===== src/rtl/pipe_stage_skid.sv =====
`default_nettype none
// ============================================================================
// Module   : pipe_stage_skid
// Purpose  : Valid/ready pipeline stage with a two-entry skid buffer, a
//            synchronous flush and a saturating back-pressure counter.
// Revision : 1.0  initial release
// ============================================================================
module pipe_stage_skid #(
    parameter int               WIDTH     = 32,
    parameter logic [WIDTH-1:0] RESET_VAL = '0,
    parameter int               CNT_W     = 16
) (
    input  logic             clk,
    input  logic             rst,
    input  logic             flush,
    input  logic             in_valid,
    output logic             in_ready,
    input  logic [WIDTH-1:0] in_data,
    output logic             out_valid,
    input  logic             out_ready,
    output logic [WIDTH-1:0] out_data,
    output logic [1:0]       occupancy,
    output logic [CNT_W-1:0] stall_cnt
);

    localparam logic [CNT_W-1:0] c_cnt_max = '1;

    logic             r_m_v;
    logic [WIDTH-1:0] r_m_d;
    logic             r_s_v;
    logic [WIDTH-1:0] r_s_d;
    logic [CNT_W-1:0] r_stall_cnt;

    logic w_accept;
    logic w_pop;
    logic w_stall;

    // in_ready depends only on the skid flag, so out_ready never reaches it
    assign in_ready  = ~r_s_v;
    assign out_valid = r_m_v;
    assign out_data  = r_m_d;
    assign occupancy = {1'b0, r_m_v} + {1'b0, r_s_v};
    assign stall_cnt = r_stall_cnt;

    assign w_accept = in_valid & ~r_s_v;
    assign w_pop    = r_m_v & out_ready;
    assign w_stall  = r_m_v & ~out_ready;

    always_ff @(posedge clk) begin
        if (rst) begin
            r_m_v       <= 1'b0;
            r_s_v       <= 1'b0;
            r_m_d       <= RESET_VAL;
            r_s_d       <= RESET_VAL;
            r_stall_cnt <= '0;
        end else begin
            // Counter sees the pre-flush state and is untouched by flush
            if (w_stall && (r_stall_cnt != c_cnt_max)) begin
                r_stall_cnt <= r_stall_cnt + 1'b1;
            end

            if (flush) begin
                r_m_v <= 1'b0;
                r_s_v <= 1'b0;
                r_m_d <= RESET_VAL;
                r_s_d <= RESET_VAL;
            end else begin
                case ({r_m_v, r_s_v})
                    2'b00: begin
                        if (w_accept) begin
                            r_m_v <= 1'b1;
                            r_m_d <= in_data;
                        end
                    end
                    2'b10: begin
                        if (w_pop && w_accept) begin
                            r_m_d <= in_data;
                        end else if (w_pop) begin
                            r_m_v <= 1'b0;
                        end else if (w_accept) begin
                            r_s_v <= 1'b1;
                            r_s_d <= in_data;
                        end
                    end
                    2'b11: begin
                        if (w_pop) begin
                            r_m_d <= r_s_d;
                            r_s_v <= 1'b0;
                        end
                    end
                    default: begin
                        // Skid-only is unreachable; fall back to empty
                        r_m_v <= 1'b0;
                        r_s_v <= 1'b0;
                    end
                endcase
            end
        end
    end

endmodule
`default_nettype wire


===== config.mk =====
export PLATFORM = sky130hd
export DESIGN_NAME = pipe_stage_skid
export DESIGN_NICKNAME = d
export VERILOG_FILES = /design/src/rtl/pipe_stage_skid.sv
export SDC_FILE = /design/constraint.sdc
export NUM_CORES = 1
export LEC_CHECK = 0
export ABC_AREA = 1
export BUFFER_PORTS_ARGS = -buffer_cell sky130_fd_sc_hd__buf_2
export CORE_ASPECT_RATIO = 0.75
export CORE_MARGIN = 2
export CORE_UTILIZATION = 43
export CTS_BUF_LIST = sky130_fd_sc_hd__clkbuf_16
export DETAILED_ROUTE_END_ITERATION = 10
export MAX_ROUTING_LAYER = met4
export PLACE_DENSITY_LB_ADDON = 0.2
export REMOVE_ABC_BUFFERS = 1
export SLEW_MARGIN = 10
export SYNTH_ARGS = -nofsm -noshare
export SYNTH_HDL_FRONTEND = slang
export SYNTH_SLANG_ARGS = --single-unit

===== constraint.sdc =====
create_clock -name clk -period 2.37 [get_ports clk]
set_input_delay 0 -clock clk [delete_from_list [all_inputs] [get_ports clk]]
set_output_delay 0 -clock clk [all_outputs]
set_load 0.005 [all_outputs]

## Yosys cells after proc, flatten, opt, wreduce, memory -nomap -nowiden

Cells that the tools add are included.

- Equal/unequal tests: 10
- Reductions and logical operators: 9
- Bitwise operators: 9
- Add/sub/neg operators: 2
- Muxes and demuxes: 11

Operators with widths:

| kind | count |
|---|---|
| 32-bit two-way mux | 3 |
| 32-bit one-hot mux with 3 select lines | 1 |
| 16-bit by 1-bit adder with 16-bit output (second input constant) | 1 |
| 16-bit != test (second input constant) | 1 |
| 2-bit != test (second input constant) | 7 |
| 4-bit AND reduction | 3 |
| 1-bit inverter | 6 |
| 1-bit one-hot mux with 3 select lines | 2 |
| 1-bit two-way mux | 5 |
| 5-bit AND reduction | 1 |
| 2-bit equality test (second input constant) | 2 |
| 1-bit bitwise AND | 3 |
| 3-bit nonzero test | 1 |
| 1-bit by 1-bit adder with 2-bit output | 1 |
| 1-bit logical AND | 2 |
| 2-bit zero test | 1 |
| 2-bit OR reduction | 1 |

- Register bits: 82
- Output and inout port bits: 52
- Logic and storage cells: 46

## Depth between registers and ports, before layout

Gate-level depths: netlist of the first run.

- Depth in word-level cells: 6
- Depth in mapped cells: 9
- Gate-level depth less buffers: 9

## Worst setup path before layout of the first run

Ideal clock, no wire load.

- Path type: register to register
- From: reg r_m_v (netlist: out_valid)
- To: reg r_m_d[19] (netlist: out_data[19])
- Arrival time: 1.522 ns
- Stages on the path, launching flop included: 9
- Setup time: 0.115 ns
- Slack: 0.733 ns
- Data required time: 2.255 ns
- Period minus slack after synthesis: 1.637 ns
- Cells stage by stage: dfxtp_1 -> ha_1 -> buf_2 -> inv_1 -> nor2_2 -> o22ai_4 -> buf_6 -> a21oi_1 -> nor2_1

- Cells in the longest elaborated chain, start to end: 4

Ends and longest elaborated chain:

| item | line | RTL |
|---|---|---|
| start, declared | 28 | `logic r_m_v;` |
| start signal, assigned | 51 | `r_m_v <= 1'b0;` |
| start signal, assigned | 63 | `r_m_v <= 1'b0;` |
| start signal, assigned | 71 | `r_m_v <= 1'b1;` |
| 1-bit bitwise AND | 46 | `assign w_pop = r_m_v & out_ready;` |
| 1-bit logical AND | 76 | `if (w_pop && w_accept) begin` |
| 2-bit != test (no source line) | -- |  |
| 4-bit AND reduction (no source line) | -- |  |
| end signal, assigned | 72 | `r_m_d <= in_data;` |
| end signal, assigned | 77 | `r_m_d <= in_data;` |
| end signal, assigned | 87 | `r_m_d <= r_s_d;` |
| end, declared | 29 | `logic [WIDTH-1:0] r_m_d;` |

Several ways; a longest one is shown, not always the timed one.
A chain may end at the register's enable or synchronous reset.

## Final worst setup path of the first run

- From: reg r_m_v (netlist: out_valid)
- To: reg r_m_d[2] (netlist: out_data[2])

Same word-level chain as after synthesis.

==> out/summary.log, run 1 <==
INFO  status         status=complete, no violations
INFO  power_and_ir_drop leakage=2.149nW
INFO  synth          synth.yosys.warnings=0
INFO  hold_path      hold_path.startpoint=rst
INFO  floorplanning  initial_utilization=43.54%
INFO  clocking       clk_path_buf_depth=2
INFO  route          drcViolationCount=0
INFO  setup_path     timing.critical_path.cells=inv_1, ha_1, inv_1, nor2_1, nor2_4, buf_12, nand3_1, nand2_1, nor2_1
INFO  route          detail_route.wl_per_cell=12.50um
INFO  sta            final_max_slew_viol_count=0
INFO  route          route.detailed.vias_per_inst=4.970
INFO  layout         final_net_count=686
INFO  clocking       cts-buffers-inserted=9
INFO  setup_path     worst_r2r_endpoint=out_data[2]
INFO  synth          count_of_flip_flops_with_a_built_in_enable_after_synthesis=0
INFO  clocking       numClockSinks=82
INFO  setup_path     worst-path-buf-inv=3
INFO  setup_path     worst-endpoint-required=2600ps
INFO  clocking       post-cts-setup-buffers=0
INFO  setup_path     reg2regPathDepth=9
INFO  power_and_ir_drop switching_share=25.03%
INFO  setup_path     r2r_startpoint=out_valid
INFO  sta            headroom_to_the_max_slew_limit=58.35%
INFO  sta            finClkSkew=4.089ps
INFO  synth          dominantRegCellSynth=dfxtp_1
INFO  setup_path     crit_slowest_cell=dfxtp_1
INFO  grt            grt_first_pass_wirelength=15,840um
INFO  synth          average_cell_area_after_synthesis=7.285um^2
INFO  clocking       ctsHoldBuffers=32
INFO  clocking       tritoncts=done
INFO  clocking       ctsResizeCount=0
INFO  layout         antennaDiodeCount=0
INFO  placed_design  gpl.final_weighted_congestion=0.9207
INFO  setup_path     critPathTopFamily=flip-flops
INFO  setup_path     timing.critical_path.fanout_max=64
INFO  synth          post_synth_inst_count=534
INFO  setup_path     timing.critical_path.slowest_cell_delay=500ps
INFO  route          detail_route.first_pass.iterations=4
INFO  floorplanning  dieWidth=113.8um
INFO  grt            grt_usage=20.78%
INFO  power_and_ir_drop p_seq_share=42.8%
INFO  setup_path     critical_path.startpoint_type=flip-flop
INFO  setup_path     reg2reg_setup_slack=560ps
INFO  synth          postSynth.asyncResetShare=0%
INFO  clocking       path_clk_slew=60ps
INFO  setup_path     end_kind=flip-flop
INFO  power_and_ir_drop power_switching=0.8581mW
INFO  floorplanning  dieArea=0.009831mm^2
INFO  route          route.antenna.remaining_nets=0
INFO  synth          synth.yosys.seq_area_share=42.20%
INFO  placed_design  placement.setup.worst_slack=597.2ps
INFO  grt            grt_pass1_vias=3,389
INFO  setup_path     arrival=2040ps
INFO  sta            max_freq=0.5534GHz
INFO  synth          flip_flop_and_latch_count_after_synthesis=82
INFO  grt            initial_antenna_violation_count=0
INFO  floorplanning  die_outline_height=86.37um
INFO  route          totalWireLength=9503um
INFO  power_and_ir_drop power.combinational.fraction=14.6%
INFO  placed_design  place_hpwl=5899um
INFO  synth          syn_area=0.003890mm^2
INFO  placed_design  place.port_buffers=88
INFO  power_and_ir_drop power_report.internal_total=2.570mW
INFO  floorplanning  core_area=0.008934mm^2
INFO  route          vias=3,777
INFO  power_and_ir_drop p_per_area=680.6mW/mm^2
INFO  layout         fin_util=56.39%
INFO  floorplanning  rows=30
INFO  sta            final_period_minus_worst_setup_slack=1807ps
INFO  clocking       insertion_delay=340ps
INFO  setup_path     setup.worst_path.class=reg2reg
INFO  layout         most_common_cell_after_layout_fill_and_taps_aside=nor2_1
INFO  hold_path      hold-path-cell-count=4
INFO  grt            grt_overflow=0
INFO  power_and_ir_drop ir_worst_vdd=422.3uV
INFO  sta            grt_setup_unrepaired=false
INFO  sta            hold_viol=0
INFO  floorplanning  floorplan.io_pins=89
INFO  sta            setup_tns=0ps
INFO  layout         post_route_cells_drive_above_1_share=19.14%
INFO  sta            post-route-period-util=76.25%
INFO  sta            worst_pin_slew=624.8ps
INFO  hold_path      timing.hold.worst.class=in2reg
INFO  sta            final.setup.worst_slack=563.0ps
INFO  clocking       cts_root_buffer=clkbuf_16
INFO  clocking       cts_htree_levels=3
INFO  route          detailedRoute.firstIterationViolations=237
INFO  sta            setup-violations-final=0
INFO  synth          yosys.cell_types.count=21
INFO  hold_path      hold-path-endpoint=stall_cnt[11]
INFO  job            maxCapViolations=0
INFO  layout         area.growth.synth_to_final=29.49%
INFO  power_and_ir_drop power.share.clock=42.6%
INFO  layout         layout_common_cells=143 x nor2_1, 88 x buf_2, 82 x dfxtp_1
INFO  grt            grt_start_max_net_pins=67
worst reg2reg max path, delay by kind of cell (launching register included):
family,cells,cell delay (ps)
buffers and inverters,3,460
adders and majority gates,1,250
DFF,1,500
and+or+nand+nor,5,510
how the worst max path moves through the flow:
| stage | startpoint | endpoint | depth (start not counted) | slack [ps] |
|---|---|---|---|---|
| after floorplan | out_valid | out_data[0] | 7 | -460 |
| after global placement | out_valid | out_data[17] | 9 | 680 |
| after detailed placement | out_valid | out_data[2] | 9 | 600 |
| after CTS | out_valid | out_data[2] | 9 | 590 |
| after global routing | out_valid | out_data[0] | 9 | 410 |
| final | out_valid | out_data[2] | 9 | 560 |
kinds of logic after synthesis:
family,after synthesis,share of synthesized area (%)
buf+inv,53,6.980
compound gates,81,11.19
fa+ha+maj,6,1.930
mux,32,8.234
flops,82,42.20
simple gates,280,29.46
metrics by stage:
stage               instance area (um^2)  cells  power, mW  hold WS (ps)
floorplan                           3702    502      1.783         166.7
global placement                    4405    712      1.945         266.2
detailed placement                  4405    712      1.955         278.0
CTS                                 5037    760      3.469         221.6
global route                        5037    760      3.590         277.2
finish                              5037    760      3.428         234.0
cell type report:
type	count	area [um^2]
Timing Repair Buffer	130	873.3
Clock buffer	9	225.2
Fill cell	884	3896
Multi-Input combinational cell	399	1987
Inverter	21	83.83
Sequential cell	82	1642
Clock inverter	7	86.33
Tap cell	112	140.1
power by group through the flow:
stage	clock (mW)	combinational (mW)	sequential [mW]
after floorplan	0	0.285	1.50
after global placement	0	0.450	1.50
after detailed placement	0	0.457	1.50
after CTS	1.50	0.500	1.47
after global routing	1.54	0.573	1.47
final	1.46	0.501	1.47
per-layer routing:
layer	wire length [um]	global-route usage, %	up-vias
met1	4740	27.74	1722
met5	0	-	-
met4	117	7.317	0
li1	-	-	1965
met3	471	5.594	11
met2	4173	30.54	79
synthesized netlist by cell type, types with 3 or more instances:
| library cell | count | area (um^2) |
|---|---|---|
| a21oi_1 | 42 | 210.2 |
| nand2_1 | 75 | 281.5 |
| clkbuf_1 | 10 | 37.54 |
| nor2_1 | 144 | 540.5 |
| mux2i_1 | 32 | 320.3 |
| inv_1 | 20 | 75.07 |
| dfxtp_1 | 82 | 1642 |
| nor2_2 | 3 | 18.77 |
| ha_1 | 6 | 75.07 |
| a21oi_2 | 4 | 35.03 |
| o21ai_0 | 34 | 170.2 |
| buf_6 | 6 | 67.56 |
| buf_2 | 15 | 75.07 |
| nand3_1 | 53 | 265.3 |
registers in the layout (all words and copies together), names as in the netlist:
signal / flops
out_valid: 1
out_data: 32
r_s_d: 32
r_s_v: 1
stall_cnt: 16
(Power assumes the default switching activity.)
==> inputs of run 2 (changes only) <==
- clock period: 2.37 -> 1.6 ns (I/O delays scaled with it)
==> run 2 against run 1 <==
- via count is 1.0% higher
- first-iteration DRC count up 17%
- non-clock buffer count grew 10
- flip-flop and latch count unchanged
- clock power is 52% higher
- design area is 4.3% higher
- sequential share of layout area is 1.2 points lower
- sequential power grew 48%
- wire length up 2.9%
- total power is 53% higher
- largest cell class unchanged
==> out/summary.log, run 2 (synthesis results as in run 1) <==
INFO  sta            final_max_slew_viol_count=0
INFO  power_and_ir_drop ir_worst_vdd=539.8uV
INFO  grt            grt_start_max_net_pins=67
INFO  sta            worst_pin_slew=508.0ps
INFO  route          totalWireLength=9776um
INFO  setup_path     reg2reg_setup_slack=90ps
INFO  grt            grt_overflow=0
INFO  sta            finClkSkew=5.181ps
INFO  placed_design  gpl.final_weighted_congestion=0.8940
INFO  floorplanning  rows=30
INFO  setup_path     worst_r2r_endpoint=out_data[22]
INFO  sta            post-route-period-util=94.30%
INFO  setup_path     reg2regPathDepth=10
INFO  status         status=complete, no violations
INFO  route          vias=3,816
INFO  layout         final_net_count=696
INFO  route          drcViolationCount=0
INFO  layout         most_common_cell_after_layout_fill_and_taps_aside=nor2_1
INFO  floorplanning  die_outline_height=86.37um
INFO  layout         antennaDiodeCount=0
INFO  route          route.detailed.vias_per_inst=4.956
INFO  floorplanning  floorplan.io_pins=89
INFO  grt            grt_pass1_vias=3,380
INFO  clocking       clk_path_buf_depth=2
INFO  setup_path     timing.critical_path.fanout_max=10
INFO  layout         area.growth.synth_to_final=35.09%
INFO  layout         fill_cells=809
INFO  clocking       cts_root_buffer=clkbuf_16
INFO  route          detail_route.first_pass.iterations=5
INFO  setup_path     worst_setup_path_endpoint=out_data[22]
INFO  floorplanning  dieWidth=113.8um
INFO  hold_path      timing.hold.worst.class=in2reg
INFO  floorplanning  initial_utilization=43.54%
INFO  setup_path     worst-endpoint-required=1830ps
INFO  setup_path     r2r_startpoint=r_s_v
INFO  placed_design  placedInstanceArea=0.004508mm^2
INFO  sta            setup-violations-final=0
INFO  setup_path     end_kind=flip-flop
INFO  placed_design  place.port_buffers=88
INFO  grt            initial_antenna_violation_count=0
INFO  clocking       cts-buffers-inserted=9
INFO  floorplanning  core_area=0.008934mm^2
INFO  layout         layout_common_cells=141 x nor2_1, 88 x buf_2, 79 x dfxtp_1
INFO  clocking       numClockSinks=82
INFO  job            maxCapViolations=0
INFO  clocking       tritoncts=done
INFO  setup_path     setup.worst_path.class=reg2reg
INFO  sta            hold_viol=0
INFO  route          detailedRoute.firstIterationViolations=278
INFO  clocking       insertion_delay=340ps
INFO  route          route.antenna.remaining_nets=0
INFO  layout         finalInstanceArea=0.005255mm^2
INFO  setup_path     crit_start=r_s_v
INFO  power_and_ir_drop leakage=2.245nW
INFO  power_and_ir_drop p_per_area=1001mW/mm^2
INFO  setup_path     arrival=1740ps
INFO  layout         seqCellArea=0.001648mm^2
INFO  layout         post_route_cells_drive_above_1_share=22.04%
INFO  clocking       cts_htree_levels=3
INFO  clocking       path_clk_slew=60ps
INFO  route          detail_route.wl_per_cell=12.70um
INFO  sta            headroom_to_the_max_slew_limit=66.09%
INFO  placed_design  place_hpwl=6036um
INFO  sta            max_freq=0.6628GHz
INFO  power_and_ir_drop design_power_total=5.261mW
INFO  grt            grt_usage=20.34%
INFO  setup_path     critical_path.startpoint_type=flip-flop
INFO  grt            grt_first_pass_wirelength=15,620um
INFO  sta            final_period_minus_worst_setup_slack=1509ps
INFO  layout         multi_input_comb_area=0.002008mm^2
INFO  floorplanning  dieArea=0.009831mm^2
[run 2: layer usage]
layer	track usage [%]	wire, um	up-vias
met5	-	0	-
met4	4.767	93	0
met3	5.874	482	12
met2	30.76	4324	106
met1	27.15	4876	1709
li1	-	-	1989
[run 2: how the worst min path moves through the flow]
stage / startpoint / endpoint / slack (ps) / depth (start not counted)
final: flush / out_data[29] / 160 / 5
after global routing: flush / out_data[1] / 170 / 5
after CTS: flush / out_data[29] / 150 / 5
after detailed placement: in_data[5] / r_s_d[5] / 270 / 3
after global placement: in_data[0] / r_s_d[0] / 270 / 3
after floorplan: in_data[0] / r_s_d[0] / 170 / 2
[run 2: timing repair]
action,in CTS,in global routing
setup endpoints to repair,0,70
resized for setup,0,15
hold buffers,32,0
setup buffers,0,1
hold endpoints to repair,32,0
[run 2: power breakdown]
| group | leakage [nW] | total [mW] | internal [mW] | switching (mW) |
|---|---|---|---|---|
| Sequential | 0.667 | 2.17 | 2.12 | 0.0483 |
| Combinational | 1.42 | 0.873 | 0.428 | 0.445 |
| Clock | 0.157 | 2.22 | 1.37 | 0.849 |
| Total | 2.25 | 5.26 | 3.92 | 1.34 |
[run 2: critical path, cell delays in order, from the launching register on]
cell,delay (ps)
dfxtp_2,380
inv_4,60
ha_1,190
inv_1,100
nor2_4,60
nor2_4,130
buf_12,140
buf_6,140
nand3_1,80
nand2_1,70
nor2_1,40
[run 2: final cells by class]
| class | instances | share of cell area [%] |
|---|---|---|
| Multi-Input combinational cell | 399 | 38.21 |
| Sequential cell | 82 | 31.36 |
| Timing Repair Buffer | 140 | 20.05 |
| Clock buffer | 9 | 4.286 |
| Tap cell | 112 | 2.667 |
| Clock inverter | 7 | 1.786 |
| Inverter | 21 | 1.643 |
[run 2: through the flow]
stage          setup WS [ps]  hold WS (ps)  setup TNS [ps]  std cells  util (%)
5_1_grt               -16.15         169.2          -54.87        770     58.82
3_5_place_dp           36.05         273.6               0        719     50.46
6_report               91.25         160.3               0        770     58.82
2_1_floorplan          -1234         166.7          -59930        502         -
3_3_place_gp           96.72         267.7               0        719     50.46
4_1_cts                33.97         154.4               0        767     57.62
==> inputs of run 3 (changes only) <==
- clock period: 1.6 -> 1.4 ns (I/O delays scaled with it)
==> run 3 against run 2 <==
- setup slack got worse by 160 ps
- first-iteration DRC count rose by 15%
- the run now ends with negative setup slack left
- design area rose by 18%
==> out/summary.log, run 3 (synthesis results as in run 1) <==
INFO  layout         final_net_count=732
INFO  sta            worst_pin_slew=570.1ps
INFO  sta            setup_tns=-1697ps
INFO  power_and_ir_drop ir_worst_vdd=665.2uV
INFO  setup_path     arrival=1700ps
INFO  setup_path     critical_path.startpoint_type=flip-flop
INFO  floorplanning  floorplan.io_pins=89
INFO  sta            grt_setup_unrepaired=true
INFO  layout         layout_common_cells=125 x nor2_1, 88 x buf_2, 72 x dfxtp_1
INFO  clocking       cts_htree_levels=3
INFO  clocking       path_clk_slew=60ps
INFO  sta            finClkSkew=5.296ps
INFO  route          detail_route.first_pass.iterations=5
INFO  clocking       tritoncts=done
INFO  power_and_ir_drop leakage=2.583nW
INFO  layout         post_route_cells_drive_above_1_share=39.48%
INFO  floorplanning  dieWidth=113.8um
INFO  route          detailedRoute.firstIterationViolations=319
INFO  grt            grt_first_pass_wirelength=16,490um
INFO  hold_path      timing.hold.worst.class=in2reg
INFO  placed_design  placedInstanceArea=0.004641mm^2
INFO  route          drcViolationCount=0
INFO  route          route.detailed.vias_per_inst=5.226
INFO  grt            grt_overflow=0
INFO  placed_design  gpl.final_weighted_congestion=0.9657
INFO  clocking       cts_root_buffer=clkbuf_16
INFO  sta            hold_viol=0
INFO  grt            grt_usage=21.41%
INFO  setup_path     setup.worst_path.class=reg2reg
INFO  clocking       numClockSinks=82
INFO  setup_path     end_kind=flip-flop
INFO  floorplanning  core_area=0.008934mm^2
INFO  sta            post-route-period-util=105.1%
INFO  route          detail_route.wl_per_cell=15.16um
INFO  sta            final_period_minus_worst_setup_slack=1471ps
INFO  placed_design  place.port_buffers=88
INFO  floorplanning  initial_utilization=43.54%
INFO  layout         area.growth.synth_to_final=59.02%
INFO  placed_design  place_hpwl=6327um
INFO  sta            final_max_slew_viol_count=0
INFO  status         failing_checks=negative setup slack
INFO  grt            initial_antenna_violation_count=0
INFO  sta            headroom_to_the_max_slew_limit=61.95%
INFO  route          totalWireLength=12,220um
INFO  floorplanning  dieArea=0.009831mm^2
INFO  floorplanning  rows=30
INFO  route          vias=4,212
INFO  setup_path     worst-endpoint-required=1630ps
INFO  job            maxCapViolations=0
INFO  setup_path     timing.critical_path.fanout_max=7
INFO  clocking       cts-buffers-inserted=9
INFO  clocking       clk_path_buf_depth=2
INFO  route          route.antenna.remaining_nets=0
INFO  floorplanning  die_outline_height=86.37um
INFO  grt            grt_start_max_net_pins=67
INFO  status         status=complete, but fails checks
INFO  sta            setup-violations-final=38
INFO  layout         fin_util=69.24%
INFO  grt            grt_pass1_vias=3,551
INFO  sta            final.setup.worst_slack=-71.35ps
INFO  layout         antennaDiodeCount=0
INFO  clocking       insertion_delay=340ps
INFO  layout         most_common_cell_after_layout_fill_and_taps_aside=nor2_1
INFO  layout         finalInstanceArea=0.006186mm^2
INFO  sta            max_freq=0.6796GHz
INFO  power_and_ir_drop p_per_area=1002mW/mm^2
-- run 3: final timing paths --
kind | startpoint | end | slack [ps] | cells past startpoint
worst max-delay path | out_valid | out_data[5] | -70 | 9
worst min-delay path | flush | out_data[20] | 160 | 5
worst max register to register | out_valid | out_data[5] | -70 | 9
worst min register to register | out_data[3] | out_data[3] | 480 | 2
-- run 3: routing by layer --
layer | GRT usage [%] | wire (um) | vias up | part of all wire, %
met1 | 28.08 | 5721 | 1981 | 47
met3 | 4.476 | 598 | 20 | 4.9
met4 | 5.987 | 196 | 0 | 1.6
li1 | - | - | 2065 | -
met2 | 33.86 | 5703 | 146 | 47
met5 | - | 0 | - | 0
-- run 3: timing repair --
action                                  4_1_cts  5_1_grt
gates cloned                                  1       14
hold endpoints to repair                     32        0
endpoints found under the setup margin       78       81
setup buffers                                 1        7
resized for setup                            16      126
hold buffers                                 32        0
pin swaps                                     3       29
-- run 3: stage by stage --
stage | hold slack, ps | instances | setup WS, ps | total power [mW]
after floorplan | 166.7 | 502 | -1434 | 3.018
after global placement | 264.2 | 735 | -89.07 | 3.378
after detailed placement | 272.1 | 735 | -179.3 | 3.396
after CTS | 159.6 | 785 | -61.67 | 5.836
after global routing | 184.4 | 806 | -156.4 | 6.440
final | 161.0 | 806 | -71.35 | 6.198
-- run 3: power by group --
part | switching (mW) | internal, mW
registers | 0.0766 | 2.42
logic | 0.660 | 0.736
clock network | 0.942 | 1.36
total | 1.68 | 4.52
-- run 3: area by class of cell --
cell class                 count  area, um^2
multi-input combinational    399        2441
clock buffer                   9       225.2
sequential                    82        1669
tap                          112       140.1
fill                         673        2748
timing repair buffer         176        1559
inverter                      21       88.84
clock inverter                 7       62.56
-- run 3: worst max-delay path: stages, from the launching register on --
cell,delay [ps]
dfxtp_4,380
buf_6,130
nand2_8,70
clkinv_4,60
nor2_4,130
o22ai_4,90
buf_12,160
clkbuf_16,170
a21oi_2,120
nor2_1,50
